## src/rtl/axi_lite_pkg.sv

```systemverilog
// Shared types and constants for the AXI-Lite to APB bridge path.
// Holds the transfer data types, response codes and the APB master state encoding.
package axi_lite_pkg;

    typedef logic [31:0] addr_t;
    typedef logic [31:0] data_t;
    typedef logic [3:0]  strb_t;
    typedef logic [1:0]  resp_t;

    localparam resp_t RESP_OKAY   = 2'b00;
    localparam resp_t RESP_SLVERR = 2'b10;

    typedef enum logic [1:0] {
        ST_IDLE   = 2'd0,
        ST_SETUP  = 2'd1,
        ST_ACCESS = 2'd2,
        ST_RESP   = 2'd3
    } apb_state_e;

    function automatic resp_t resp_from_err(input logic err);
        return err ? RESP_SLVERR : RESP_OKAY;
    endfunction

endpackage

```

## src/rtl/apb_master_fsm.sv

```systemverilog
// APB4 master: takes one command at a time from the AXI-Lite front end,
// runs SETUP/ACCESS on APB with a bounded wait, and returns a held completion.
module apb_master_fsm
    import axi_lite_pkg::*;
#(
    parameter int ADDR_W  = 32,
    parameter int DATA_W  = 32,
    parameter int TIMEOUT = 16
) (
    input  logic                clk,
    input  logic                rst_n,
    input  logic                req_valid,
    output logic                req_ready,
    input  logic                req_write,
    input  logic [ADDR_W-1:0]   req_addr,
    input  logic [DATA_W-1:0]   req_wdata,
    input  logic [DATA_W/8-1:0] req_strb,
    input  logic [2:0]          req_prot,
    output logic                rsp_valid,
    input  logic                rsp_ready,
    output logic                rsp_write,
    output logic [DATA_W-1:0]   rsp_rdata,
    output resp_t               rsp_resp,
    output logic [ADDR_W-1:0]   paddr,
    output logic                psel,
    output logic                penable,
    output logic                pwrite,
    output logic [DATA_W-1:0]   pwdata,
    output logic [DATA_W/8-1:0] pstrb,
    output logic [2:0]          pprot,
    input  logic [DATA_W-1:0]   prdata,
    input  logic                pready,
    input  logic                pslverr
);

    localparam int         STRB_W     = DATA_W / 8;
    localparam logic [7:0] WAIT_LIMIT = 8'(TIMEOUT - 1);

    apb_state_e          state_q, state_d;
    logic                req_ready_q, req_ready_d;
    logic                psel_q, psel_d;
    logic                penable_q, penable_d;
    logic                rsp_valid_q, rsp_valid_d;
    logic [ADDR_W-1:0]   paddr_q, paddr_d;
    logic                pwrite_q, pwrite_d;
    logic [DATA_W-1:0]   pwdata_q, pwdata_d;
    logic [STRB_W-1:0]   pstrb_q, pstrb_d;
    logic [2:0]          pprot_q, pprot_d;
    logic [7:0]          wait_cnt_q, wait_cnt_d;
    logic                rsp_write_q, rsp_write_d;
    logic [DATA_W-1:0]   rsp_rdata_q, rsp_rdata_d;
    resp_t               rsp_resp_q, rsp_resp_d;
    logic                slv_err_s;

    // Error is only meaningful on the completing beat of a live transfer.
    assign slv_err_s = psel_q & penable_q & pready & pslverr;

    // Next-state, command capture and response capture.
    always_comb begin
        state_d     = state_q;
        req_ready_d = 1'b0;
        psel_d      = 1'b0;
        penable_d   = 1'b0;
        rsp_valid_d = 1'b0;
        paddr_d     = paddr_q;
        pwrite_d    = pwrite_q;
        pwdata_d    = pwdata_q;
        pstrb_d     = pstrb_q;
        pprot_d     = pprot_q;
        wait_cnt_d  = wait_cnt_q;
        rsp_write_d = rsp_write_q;
        rsp_rdata_d = rsp_rdata_q;
        rsp_resp_d  = rsp_resp_q;

        case (state_q)
            ST_IDLE: begin
                if (req_valid && req_ready_q) begin
                    state_d  = ST_SETUP;
                    psel_d   = 1'b1;
                    paddr_d  = req_addr;
                    pwrite_d = req_write;
                    pwdata_d = req_write ? req_wdata : {DATA_W{1'b0}};
                    pstrb_d  = req_write ? req_strb : {STRB_W{1'b0}};
                    pprot_d  = req_prot;
                end else begin
                    req_ready_d = 1'b1;
                end
            end
            ST_SETUP: begin
                state_d    = ST_ACCESS;
                psel_d     = 1'b1;
                penable_d  = 1'b1;
                wait_cnt_d = 8'd0;
            end
            ST_ACCESS: begin
                if (pready) begin
                    state_d     = ST_RESP;
                    rsp_valid_d = 1'b1;
                    rsp_write_d = pwrite_q;
                    rsp_rdata_d = pwrite_q ? {DATA_W{1'b0}} : prdata;
                    rsp_resp_d  = resp_from_err(slv_err_s);
                end else if (wait_cnt_q == WAIT_LIMIT) begin
                    // Slave never answered: fail the transfer rather than hang the bus.
                    state_d     = ST_RESP;
                    rsp_valid_d = 1'b1;
                    rsp_write_d = pwrite_q;
                    rsp_rdata_d = {DATA_W{1'b0}};
                    rsp_resp_d  = RESP_SLVERR;
                end else begin
                    psel_d     = 1'b1;
                    penable_d  = 1'b1;
                    wait_cnt_d = wait_cnt_q + 8'd1;
                end
            end
            ST_RESP: begin
                if (rsp_ready) begin
                    state_d     = ST_IDLE;
                    req_ready_d = 1'b1;
                end else begin
                    rsp_valid_d = 1'b1;
                end
            end
            default: begin
                state_d = ST_IDLE;
            end
        endcase
    end

    // State and output registers; reset clears everything, including req_ready.
    always_ff @(posedge clk or negedge rst_n) begin
        if (!rst_n) begin
            state_q     <= ST_IDLE;
            req_ready_q <= 1'b0;
            psel_q      <= 1'b0;
            penable_q   <= 1'b0;
            rsp_valid_q <= 1'b0;
            paddr_q     <= {ADDR_W{1'b0}};
            pwrite_q    <= 1'b0;
            pwdata_q    <= {DATA_W{1'b0}};
            pstrb_q     <= {STRB_W{1'b0}};
            pprot_q     <= 3'd0;
            wait_cnt_q  <= 8'd0;
            rsp_write_q <= 1'b0;
            rsp_rdata_q <= {DATA_W{1'b0}};
            rsp_resp_q  <= RESP_OKAY;
        end else begin
            state_q     <= state_d;
            req_ready_q <= req_ready_d;
            psel_q      <= psel_d;
            penable_q   <= penable_d;
            rsp_valid_q <= rsp_valid_d;
            paddr_q     <= paddr_d;
            pwrite_q    <= pwrite_d;
            pwdata_q    <= pwdata_d;
            pstrb_q     <= pstrb_d;
            pprot_q     <= pprot_d;
            wait_cnt_q  <= wait_cnt_d;
            rsp_write_q <= rsp_write_d;
            rsp_rdata_q <= rsp_rdata_d;
            rsp_resp_q  <= rsp_resp_d;
        end
    end

    assign req_ready = req_ready_q;
    assign psel      = psel_q;
    assign penable   = penable_q;
    assign rsp_valid = rsp_valid_q;
    assign paddr     = paddr_q;
    assign pwrite    = pwrite_q;
    assign pwdata    = pwdata_q;
    assign pstrb     = pstrb_q;
    assign pprot     = pprot_q;
    assign rsp_write = rsp_write_q;
    assign rsp_rdata = rsp_rdata_q;
    assign rsp_resp  = rsp_resp_q;

endmodule

```

## config.mk

```make
export PLATFORM = sky130hd
export DESIGN_NAME = apb_master_fsm
export DESIGN_NICKNAME = d
export VERILOG_FILES = /design/src/rtl/axi_lite_pkg.sv /design/src/rtl/apb_master_fsm.sv
export SDC_FILE = /design/constraint.sdc
export NUM_CORES = 1
export LEC_CHECK = 0
export BUFFER_PORTS_ARGS = -buffer_cell sky130_fd_sc_hd__clkbuf_2
export CORE_MARGIN = 4
export CORE_UTILIZATION = 47
export DETAILED_ROUTE_END_ITERATION = 6
export GPL_TIMING_DRIVEN = 0
export PLACE_DENSITY = 0.87
export RECOVER_POWER = 50
export SETUP_SLACK_MARGIN = 0.15
export SLEW_MARGIN = 15
export SYNTH_ARGS = -nofsm -noshare
export SYNTH_HDL_FRONTEND = slang
export SYNTH_SLANG_ARGS = --single-unit
```

## constraint.sdc

```tcl
create_clock -name clk -period 2.3 [get_ports clk]
set_clock_uncertainty 0.2 [all_clocks]
set_input_delay 0.345 -clock clk [delete_from_list [all_inputs] [get_ports clk]]
set_output_delay 0.345 -clock clk [all_outputs]
set_load 0.005 [all_outputs]
```

==> impl_metrics.tcl <==
set metrics [dict create \
    routed_wl_um 17710 \
    slew_headroom_pct 59.81 \
    io_buffers 217 \
    synth_compound_area_share_pct 9.933 \
    clkSlewWorstSetupHoldPaths_ps 60 \
    end_kind "flip-flop" \
    synth-adder-area-share_pct 1.734 \
    ys_seq_area_share_pct 59.45 \
    grt-ovfl-total 0 \
    gp_congestion 0.8983 \
    die_x_um 111.7 \
    synthMuxAreaShare_pct 8.843 \
    path_delay_family "buffers and inverters" \
    drc 0 \
    drt_iter0_drc 360 \
    boundaryPins 221 \
    async_flop_share_pct 100.0 \
    synth_edf_count 0 \
    layout_min_cycle_time_ps 2045 \
    cts-root-buf "clkbuf_8" \
    p_leak_nw 3.939 \
    crit_arrival_ps 2290 \
    n_antenna_cell 0 \
    drv_slew 0 \
    dp.cells 814 \
    synth_cell_types 40 \
    power_density_mw_per_mm2 1149 \
    tritoncts "done" \
    grt_usage_pct 29.24 \
    yosysTopAreaCellShare_pct 59.45 \
    start_kind "flip-flop" \
    irDropWorstVdd_mv 0.5897 \
    synth_xor_area_share_pct 0 \
    crit_chain "inv_1, ha_1, a21bo_2, a21oi_1, dlygate4sd3_1" \
    synth_nets 577 \
    regArea_mm2 0.003004 \
    antenna_found_initial 0 \
    cap_violations 0 \
    syn_avg_cell_area_um2 10.98 \
    area_growth_pct 58.01 \
    dp_hpwl_um 10800 \
    hold_viol_final 0 \
    wl_per_cell_um 18.55 \
    grt_pass1_vias 5703 \
    hp-class "input port to asynchronous set/reset pin" \
    cpPeakStageDelay_ps 570 \
    htreeDepth 4 \
    core_area_mm2 0.01042 \
    ys_ff_latch 120 \
    clockBufferDepth 2 \
    yosys_most_used_dff "dfrtp_1" \
    synth.area.top_cells "dfrtp_1 59%, mux2_1 8.2%, o21ai_1 6.9%" \
    grt_max_degree 100 \
    max_freq_ghz 0.4889 \
    clock-sinks 120 \
    yosys.area.top_type "dfrtp_1" \
    cp_num_buf_inv 2 \
    critPathRequiredTime_ps 2550 \
    grt_pass1_wl_um 29000 \
    status "complete, no violations" \
    setup_tns_ps 0 \
    finalSetupViolCount 0 \
    drive_gt1_share_pct 28.45 \
    synthCells 460 \
    numCtsBuffers 17 \
    ant_nets 0 \
    rows 37 \
    fin_nets 924 \
    multi_input_area_mm2 0.001765 \
    num_vias 5086 \
    die_area_mm2 0.01247 \
    synth_top_family_by_area "simple AND/OR/NAND/NOR gates" \
    drt-pass1-iter-count 5 \
    synth_area_mm2 0.005051 \
    synth_simple_gate_area_share_pct 14.07 \
    crit_type "flip-flop to flip-flop" \
    viasPerCell 5.326 \
    grt_setup_unrepaired "false" \
    fin_crit_sh_pct 88.93 \
    layoutNonFillerInstCount 955 \
    hold_slack_ps 63.71 \
    worst_pin_slew_ps 602.9 \
    worstPathMaxFanout 5 \
    die_y_um 111.7 \
    clock_latency_ps 510 \
    initial_utilization_pct 48.49 \
    slowest_stage "dlygate4sd3_1" \
    yosysWarnings 0 \
    nFillCells 617 \
]
==> registers in the layout, summed over array words and instances, names as in the netlist <==
register,flops
paddr,32
pwdata,32
rsp_write,1
penable,1
rsp_rdata,32
rsp_valid,1
pstrb,4
wait_cnt_q,8
pprot,3
state_q,2
req_ready,1
pwrite,1
psel,1
rsp_resp,1
==> what timing repair did <==
| action | CTS | global route |
|---|---|---|
| endpoints found under the hold margin | 226 | 0 |
| hold buffers | 110 | 0 |
| gates resized for setup | 1 | 6 |
| pin swaps | 0 | 0 |
| setup endpoints to repair | 46 | 46 |
| buffers inserted | 0 | 0 |
==> layout by cell type, fill, tap and decap left out, types with 4 or more instances in the layout <==
cell / count
ha_1: 6
nand3_1: 5
inv_1: 39
dfrtp_1: 119
clkbuf_2: 180
dlygate4sd3_1: 110
clkbuf_1: 52
buf_2: 8
a21oi_1: 4
o21ai_1: 70
nand4b_1: 32
clkbuf_16: 16
clkinvlp_4: 6
nand2_1: 78
mux2_1: 37
==> through the flow <==
stage | area [µm²] | utilization (%) | setup slack [ps] | total power, mW
3_3_place_gp | 6307 | 60.55 | -940.6 | 6.178
5_1_grt | 7981 | 76.62 | 165.3 | 9.701
4_1_cts | 8010 | 76.90 | 163.7 | 9.084
6_report | 7981 | 76.62 | 254.5 | 9.172
2_1_floorplan | 5051 | - | 511.2 | 4.863
3_5_place_dp | 6344 | 60.90 | 1.816 | 6.380
==> power by group <==
part           switching, mW  total [mW]  leakage, nW  internal, mW
Sequential             0.606        3.62         1.53          3.01
Combinational           1.61        3.03         2.15          1.43
Clock                  0.966        2.52        0.258          1.56
==> cell usage after synthesis, types with 2 or more instances <==
master / n
a21o_1: 2
a21oi_1: 4
a31oi_1: 2
buf_1: 3
buf_2: 10
buf_6: 2
clkbuf_1: 15
dfrtp_1: 120
ha_1: 7
inv_1: 40
mux2_1: 37
mux2i_1: 3
nand2_1: 78
nand2b_1: 3
nand3_1: 6
nand4b_1: 32
nor2_1: 2
o21ai_1: 70
or4_1: 3
==> worst reg2reg max path: stages (launching register included) <==
cell	delay [ps]
dfrtp_1	420
inv_1	150
ha_1	230
a21bo_2	270
a21oi_1	140
dlygate4sd3_1	570
==> area by class of cell <==
type / count / share of cell area [%]
clock buffer: 19 / 5.408
clock inverter: 12 / 1.615
buffer: 31 / 1.913
sequential: 120 / 37.64
inverter: 40 / 1.881
timing repair buffer: 328 / 27.29
tap: 136 / 2.132
multi-input combinational: 269 / 22.12
==> path summary, 6_finish.rpt <==
kind / from / to / slack, ps / depth (start not counted)
setup / recovery: state_q[1]$_DFFE_PN0P_ / req_ready$_DFF_PN0_ / 250 / 5
hold / removal: rst_n / rsp_rdata[6]$_DFFE_PN0P_ / 60 / 2
setup reg to reg: state_q[1]$_DFFE_PN0P_ / req_ready$_DFF_PN0_ / 250 / 5
hold reg to reg: rsp_write$_DFFE_PN0P_ / rsp_write$_DFFE_PN0P_ / 280 / 1
max in group asynchronous: rst_n / state_q[0]$_DFFE_PN0P_ / 1060 / 3
min in group clk: req_write / pwdata[15]$_DFFE_PN0P_ / 130 / 3
==> kinds of logic (layout without fill, tap and decap cells) <==
family,Yosys count,count (layout)
AOI/OAI and AO/OA,90,90
other,1,1
DFF,120,120
and+or+nand+nor,131,131
muxes,40,40
adders and majority gates,7,7
buffers and inverters,71,430
==> per-layer routing <==
layer,up-vias,global-route usage (%),routed length [µm]
li1,2268,-,-
met5,-,0,0
met3,49,9.348,1769
met2,320,50.16,8950
met1,2449,32.88,6405
met4,0,14.27,585
No activity file was read; power rests on OpenSTA's default activity.
